File: config.mk
export PLATFORM = sky130hd
export DESIGN_NAME = operand_pair_sequencer
export DESIGN_NICKNAME = d
export VERILOG_FILES = /design/src/rtl/operand_pair_sequencer.sv
export SDC_FILE = /design/constraint.sdc
export NUM_CORES = 1
export LEC_CHECK = 0
export BUFFER_PORTS_ARGS = -buffer_cell sky130_fd_sc_hd__buf_2
export CAP_MARGIN = 20
export CORE_MARGIN = 8
export CORE_UTILIZATION = 30
export DETAILED_ROUTE_END_ITERATION = 7
export PLACE_DENSITY_LB_ADDON = 0.05
export SYNTH_ARGS = -nofsm -noshare
export SYNTH_HDL_FRONTEND = slang
export SYNTH_SLANG_ARGS = --single-unit
export TNS_END_PERCENT = 20
File: constraint.sdc
create_clock -name clk -period 2.2 [get_ports clk]
set_clock_uncertainty 0.1 [all_clocks]
set_input_delay 0.22 -clock clk [delete_from_list [all_inputs] [get_ports clk]]
set_output_delay 0.22 -clock clk [all_outputs]
set_load 0.02 [all_outputs]
File: src/rtl/operand_pair_sequencer.sv
// Exhaustive (a,b) operand-pair walker with valid/ready throttling for the equality comparator stage.
// Optional comparator self-check (mismatch counter and sticky flag) is built when CMP_CHECK_EN is defined.
module operand_pair_sequencer #(
  parameter int NBITS = 16,
  parameter int ERR_W = 32
) (
  input  logic               clk,
  input  logic               reset,
  input  logic               start,
  input  logic               ready,
  output logic [NBITS-1:0]   a_out,
  output logic [NBITS-1:0]   b_out,
  output logic               valid,
  output logic               busy,
  output logic               done,
  output logic [2*NBITS:0]   pair_count
`ifdef CMP_CHECK_EN
  ,
  input  logic               cmp_out,
  output logic [ERR_W-1:0]   err_count,
  output logic               err_flag
`endif
);

  localparam int CW = 2*NBITS + 1;
  localparam logic [NBITS-1:0] OP_ONE  = NBITS'(1);
  localparam logic [CW-1:0]    CNT_ONE = CW'(1);

  typedef enum logic [1:0] {
    ST_IDLE = 2'd0,
    ST_RUN  = 2'd1,
    ST_DONE = 2'd2
  } state_e;

  state_e           state_q, state_d;
  logic [NBITS-1:0] a_q, a_d;
  logic [NBITS-1:0] b_q, b_d;
  logic             valid_q, valid_d;
  logic             busy_q, busy_d;
  logic             done_q, done_d;
  logic [CW-1:0]    pair_count_q, pair_count_d;
  logic             xfer;

`ifdef CMP_CHECK_EN
  localparam logic [ERR_W-1:0] ERR_ONE = ERR_W'(1);
  logic [ERR_W-1:0] err_count_q, err_count_d;
  logic             err_flag_q, err_flag_d;
  logic             expected_eq;
`else
  localparam int unused_err_w = ERR_W;
`endif

  assign xfer = valid_q && ready;

  always_comb begin
    state_d      = state_q;
    a_d          = a_q;
    b_d          = b_q;
    valid_d      = valid_q;
    busy_d       = busy_q;
    done_d       = done_q;
    pair_count_d = pair_count_q;
`ifdef CMP_CHECK_EN
    err_count_d  = err_count_q;
    err_flag_d   = err_flag_q;
    expected_eq  = (a_q == b_q);
`endif

    unique case (state_q)
      ST_IDLE, ST_DONE: begin
        if (start) begin
          state_d      = ST_RUN;
          a_d          = '0;
          b_d          = '0;
          valid_d      = 1'b1;
          busy_d       = 1'b1;
          done_d       = 1'b0;
          pair_count_d = '0;
`ifdef CMP_CHECK_EN
          err_count_d  = '0;
          err_flag_d   = 1'b0;
`endif
        end
      end

      ST_RUN: begin
        if (xfer) begin
          pair_count_d = pair_count_q + CNT_ONE;
`ifdef CMP_CHECK_EN
          // cmp_out is combinational on the pair being transferred this cycle
          if (cmp_out != expected_eq) begin
            err_flag_d = 1'b1;
            if (err_count_q != '1) begin
              err_count_d = err_count_q + ERR_ONE;
            end
          end
`endif
          if (b_q != '1) begin
            b_d = b_q + OP_ONE;
          end else if (a_q != '1) begin
            b_d = '0;
            a_d = a_q + OP_ONE;
          end else begin
            // last pair accepted: a/b stay at all ones as the final pair
            state_d = ST_DONE;
            valid_d = 1'b0;
            busy_d  = 1'b0;
            done_d  = 1'b1;
          end
        end
      end

      default: begin
        state_d = ST_IDLE;
        a_d     = '0;
        b_d     = '0;
        valid_d = 1'b0;
        busy_d  = 1'b0;
        done_d  = 1'b0;
      end
    endcase
  end

  always_ff @(posedge clk or posedge reset) begin
    if (reset) begin
      state_q      <= ST_IDLE;
      a_q          <= '0;
      b_q          <= '0;
      valid_q      <= 1'b0;
      busy_q       <= 1'b0;
      done_q       <= 1'b0;
      pair_count_q <= '0;
    end else begin
      state_q      <= state_d;
      a_q          <= a_d;
      b_q          <= b_d;
      valid_q      <= valid_d;
      busy_q       <= busy_d;
      done_q       <= done_d;
      pair_count_q <= pair_count_d;
    end
  end

`ifdef CMP_CHECK_EN
  always_ff @(posedge clk or posedge reset) begin
    if (reset) begin
      err_count_q <= '0;
      err_flag_q  <= 1'b0;
    end else begin
      err_count_q <= err_count_d;
      err_flag_q  <= err_flag_d;
    end
  end

  assign err_count = err_count_q;
  assign err_flag  = err_flag_q;
`endif

  assign a_out      = a_q;
  assign b_out      = b_q;
  assign valid      = valid_q;
  assign busy       = busy_q;
  assign done       = done_q;
  assign pair_count = pair_count_q;

endmodule
**Word level (Yosys, flattened, before mapping)**

Index checks and enable logic that the tools add are counted.
Widths: inputs -> output; s select.

- Div/mod/pow operators: 0
- Reduce and logical (&&, ||, !) cells: 8
- Magnitude comparators: 0
- Shift operators: 0
- Bitwise operators: 0
- Multiply operators: 0
- Add/subtract/negate cells: 3
- Multiplexer cells: 27
- Equal/unequal tests: 10

Operators by type and width:

| kind | count |
|---|---|
| $mux 16 | 7 |
| $mux 33 | 2 |
| $pmux 33 s2 | 1 |
| $pmux 16 s2 | 2 |
| $add 33x1->33 const B | 1 |
| $add 16x1->16 const B | 2 |
| $ne 16x16->1 const B | 2 |
| $ne 2x2->1 const B | 5 |
| $mux 1 | 8 |
| $mux 2 | 4 |
| $reduce_and 4->1 | 2 |
| $reduce_and 3->1 | 2 |
| $pmux 1 s2 | 2 |
| $pmux 2 s2 | 1 |
| $ne 3x3->1 const B | 1 |
| $eq 2x1->1 const B | 1 |
| $eq 2x2->1 const B | 1 |
| $logic_not 2->1 | 1 |
| $reduce_bool 2->1 | 1 |
| $reduce_or 2->1 | 1 |
| $logic_and 1x1->1 | 1 |

- Logic and storage cells: 54
- Latch bits: 0
- Output and inout port bits: 68
- Bits in writable memories: 0
- Memories: 0
- Register bits: 69
- Bits in read-only memories: 0
- Input port bits: 4

**Logic depth before layout (Yosys ltp)**

- Word-level depth: 5
- Mapped depth: 7
- Gate-level depth less buffers: 6

**Worst setup path before layout**

No wires, ideal clock.

- Path kind: register to register
- From: register b_q[0] (netlist: b_out[0])
- To: register a_q[9] (netlist: a_out[9])
- Stages on the path, launching flop included: 8
- Setup slack: 0.016 ns
- Library setup time: 0.082 ns
- Period minus slack after synthesis: 2.184 ns
- Data arrival time: 2.002 ns
- Buffers on the path: 1
- Path through: dfrtp_1 > ha_1 > nand3_2 > nor4_4 > nor4b_4 > buf_6 > a21oi_1 > a31oi_1

- Cells in the longest elaborated chain, start to end: 3

Ends and longest elaborated chain:

| what | RTL line | text |
|---|---|---|
| start, declared | 37 | `logic [NBITS-1:0] b_q, b_d;` |
| start signal, assigned | 128 | `b_q <= '0;` |
| start signal, assigned | 136 | `b_q <= b_d;` |
| $ne 16x16->1 | 98 | `if (b_q != '1) begin` |
| $ne 2x2->1 (no source line) | - |  |
| $reduce_and 4->1 (no source line) | - |  |
| end signal, assigned | 127 | `a_q <= '0;` |
| end signal, assigned | 135 | `a_q <= a_d;` |
| end, declared | 36 | `logic [NBITS-1:0] a_q, a_d;` |

Every way passes these cells.
A chain may end at the register's enable or synchronous reset.

**Worst setup path in the final report**

- From: register b_q[15] (netlist: b_out[15])
- To: register a_q[11] (netlist: a_out[11])

Same word-level chain as after synthesis.

==> summary.md <==
| Metric | Value |
|---|---|
| Tcrit/Tclk final | 93.1% |
| Adder-Cell Fraction of Synth Area | 1.04% |
| Hold Path Class | input port to flop |
| CP max stage delay | 410 ps |
| Post-synthesis mux area share | 1.17% |
| Post-synthesis xor/xnor area fraction | under 10% |
| Compound-Gate Fraction of Synth Area | between 10 and 15% |
| Worst IR Drop VDD | 0.342 mV |
| Total Neg Setup Slack | 0 ps |
| Vias in the first global route | 3,329 |
| H-tree depth | 3 |
| Pins Over Slew Limit | 0 |
| Io pins | 72 |
| Wire per inst | 16.1 um |
| DRT Pass-1 Iters | 5 |
| Smallest hold slack | 80.2 ps |
| Relative slew margins | 60.7% |
| Finished layout cell area | around 4800 sq um |
| Worst-path cell chain | nand4_1 -> nor4_4 -> buf_4 -> nor4b_4 -> buf_6 -> a41oi_2 -> a31oi_1 |
| CORE AREA | 11,900 sq um |
| Routability cong. | approximately 0.73 |
| Post-synth top flop | dfrtp_1 |
| Achievable Freq | 488 MHz |
| Chip Height | 126 um |
| Worst path slowest cell | dfrtp_1 |
| Share of cells above drive strength 1 | 30.9% |
| Die footprint | 15,900 sq um |
| M3 GR Usage | 4.30% |
| WP data arrival | around 2200 ps |
| Final HPWL from detailed placement | 7650 um |
| Worst skew pair latency | 340 ps |
| Grt total ovfl | 0 |
| Synthesized net count | 393 |
| CP Capture Type | flop |
| Site Rows | 40 |
| Max-cap violation count | 0 |
| CTS tree | yes |
| Dpl cell area | around 4500 sq um |
| Synth cell types | 50 |
| Port Buffer Count | 71 |
| Chip Width | 126 um |
| Number of remaining DRC errors | 0 |
| Async S/R FF share, synth | 100% |
| Via count | 3,295 |
| TritonCTS Sinks | 68 |
| P_leak | 2.34 nW |
| Worst EP required | between 2000 and 2500 ps |
| DR iter-0 viols | 147 |
| ANT nets after route | 0 |
| Avg Inst Size Synth | 9.39 sq um |
| Worst Tran Pin Value | 585 ps |
| First-pass GRT wire length | ~18,000 um |
| Crit path time final | 2050 ps |
| Initial core utilization | 30.4% |
| Main combinational cell family by area after synthesis | simple AND/OR/NAND/NOR gates |
| Routed WL | 10,600 um |
| Grt met1 use | between 10% and 20% |
| Seq cells post-synth | 68 |
| Post-synth EDFFs | 0 |
| Syn Inst Count | 386 |
| Syn. warnings | 0 |
| Met2 Use GR | 21.7% |
| Area delta synth->final | 33.6% |
| Largest net degree at the start of global routing | 31 |
| Outcome | finished clean |
| Setup-failing EPs final | 0 |
| Post-Syn Area | 3620 sq um |
| Crit path max fanout | 12 |
| Vias per cell | 5.03 |
| Areal power density over the cells | around 750 nW/um^2 |
| Crit Path Class | flop to flop |
| Layout Nets | 510 |
| Register area share after synthesis | 47.0% |
| Worst Setup Start Kind | flop |
| Cts bufs inserted | 9 |
| Clk Tree Root Cell | clkbuf_16 |
| Unrepaired setup endpoints after global routing | true |
| GR peak layer | met2 |
| CTS Buffer Depth | 2 |
| N_diodes | 0 |
| Final hold violations | 0 |
| Clock-pin slew on the worst setup and hold paths | 60 ps |
| GR Util All Layers | 13.9% |
| Simple-gate share of the synthesized area | 26.7% |
| Antenna violations before repair | 0 |
## state kept, by name (all words and copies together), names as in the netlist
register and flops:
busy 1, b_out 16, state_q 2, a_out 16, pair_count 33
## what timing repair did
action / 4_1_cts / 5_1_grt
buffers inserted: 0 / 1
setup endpoints to repair: 14 / 17
resized for setup: 2 / 7
endpoints found under the hold margin: 17 / 0
pin swaps: 0 / 2
hold buffers: 1 / 0
## synth_stat cells, types with 2 or more instances
master	n	area, sq um
a31o_2	2	17.5
a211oi_1	2	15.0
a31oi_1	9	56.3
clkbuf_1	8	30.0
o31ai_1	2	15.0
a2111oi_4	2	55.1
mux2i_1	2	20.0
inv_1	5	18.8
buf_2	4	20.0
a21oi_1	17	85.1
a21o_1	2	15.0
and2_1	5	31.3
nor2_1	48	180
nand3_1	30	150
o21a_1	5	37.5
nor2b_1	2	12.5
nor4_1	2	12.5
nand2b_1	2	12.5
a41oi_1	4	35.0
mux2_2	2	22.5
nor3_1	11	55.1
and4_1	4	35.0
xnor2_1	4	35.0
ha_1	3	37.5
o21ai_0	26	130
dfrtp_1	68	1700
and3_1	6	37.5
nand4_1	22	138
nor4_4	2	42.5
xor2_1	27	236
nand2_1	39	146
## final timing paths
| check | depth (start not counted) | end | slack [ps] | from |
|---|---|---|---|---|
| setup / recovery | 7 | a_out[11] | 150 | b_out[15] |
| hold / removal | 3 | state_q[0] | 80 | start |
| setup reg to reg | 7 | a_out[11] | 150 | b_out[15] |
| hold reg to reg | 2 | pair_count[32] | 450 | pair_count[32] |
| max in group asynchronous | 4 | pair_count[30] | 970 | reset |
| min in group asynchronous | 3 | b_out[3] | 350 | reset |
## layout by cell type (no fill, tap or decap), types with 2 or more instances in the layout
master,Yosys,routed
buf_2,4,71
dfrtp_1,68,68
buf_4,1,47
nor2_1,48,46
nand2_1,39,39
nand3_1,30,30
xor2_1,27,27
o21ai_0,26,26
nand4_1,22,22
a21oi_1,17,17
nor3_1,11,11
a31oi_1,9,9
clkbuf_16,0,9
and3_1,6,6
and2_1,5,5
o21a_1,5,5
inv_1,5,4
and4_1,4,4
xnor2_1,4,4
ha_1,3,3
nor4_4,2,2
a21o_1,2,2
nor2_2,0,2
nor4_1,2,2
a41oi_2,0,2
mux2_2,2,2
o31ai_1,2,2
mux2i_1,2,2
a211oi_1,2,2
a2111oi_4,2,2
a41oi_1,4,2
clkinvlp_4,0,2
bufinv_16,0,2
## cell families (layout without fill, tap and decap cells)
family / after synthesis / after routing
AND/OR/NAND/NOR: 183 / 183
AO/OA/AOI/OAI: 77 / 77
flip-flops: 68 / 68
XOR/XNOR: 31 / 31
buffers and inverters: 20 / 142
multiplexers: 4 / 4
adder cells (fa/ha/maj): 3 / 3
## power by group
| part | total, mW | leakage (nW) | switching (mW) | internal (mW) |
|---|---|---|---|---|
| logic | 0.610 | 1.27 | 0.379 | 0.231 |
| registers | 1.44 | 0.917 | 0.0925 | 1.34 |
| clock network | 1.57 | 0.149 | 0.576 | 0.992 |
| total | 3.62 | 2.34 | 1.05 | 2.57 |
## area by class of cell
| class | instances | area (sq um) |
|---|---|---|
| clock buffers | 10 | 229 |
| clock inverters | 6 | 88.8 |
| fillers | 1224 | 7070 |
| inverters | 5 | 18.8 |
| multi-input cells | 298 | 1870 |
| flip-flops and latches | 68 | 1700 |
| well taps | 147 | 184 |
| repair buffers | 121 | 749 |
## worst max-delay path, delay by kind of cell, from the launching register on
kind            cells  cell delay, ps
compound gates      2             280
buf+inv             2             410
flops               1             410
simple gates        3             750
## metrics by stage
stage               setup WS [ps]  utilization, %  instances  total power [mW]
detailed placement           -117            37.5        637              2.08
global placement            -96.1            37.5        637              2.07
finish                        153            40.7        655              3.62
global route                -24.2            40.7        655              3.80
floorplan                    15.8               -        386              1.79
CTS                         -2.08            40.3        654              3.68
## metal layers
layer	share of wire, %	routed length, um
met5	0	0
met2	46	4910
met4	1.8	186
met1	47	4920
met3	5.2	554
Note: power is estimated with default switching activity, not from simulation.
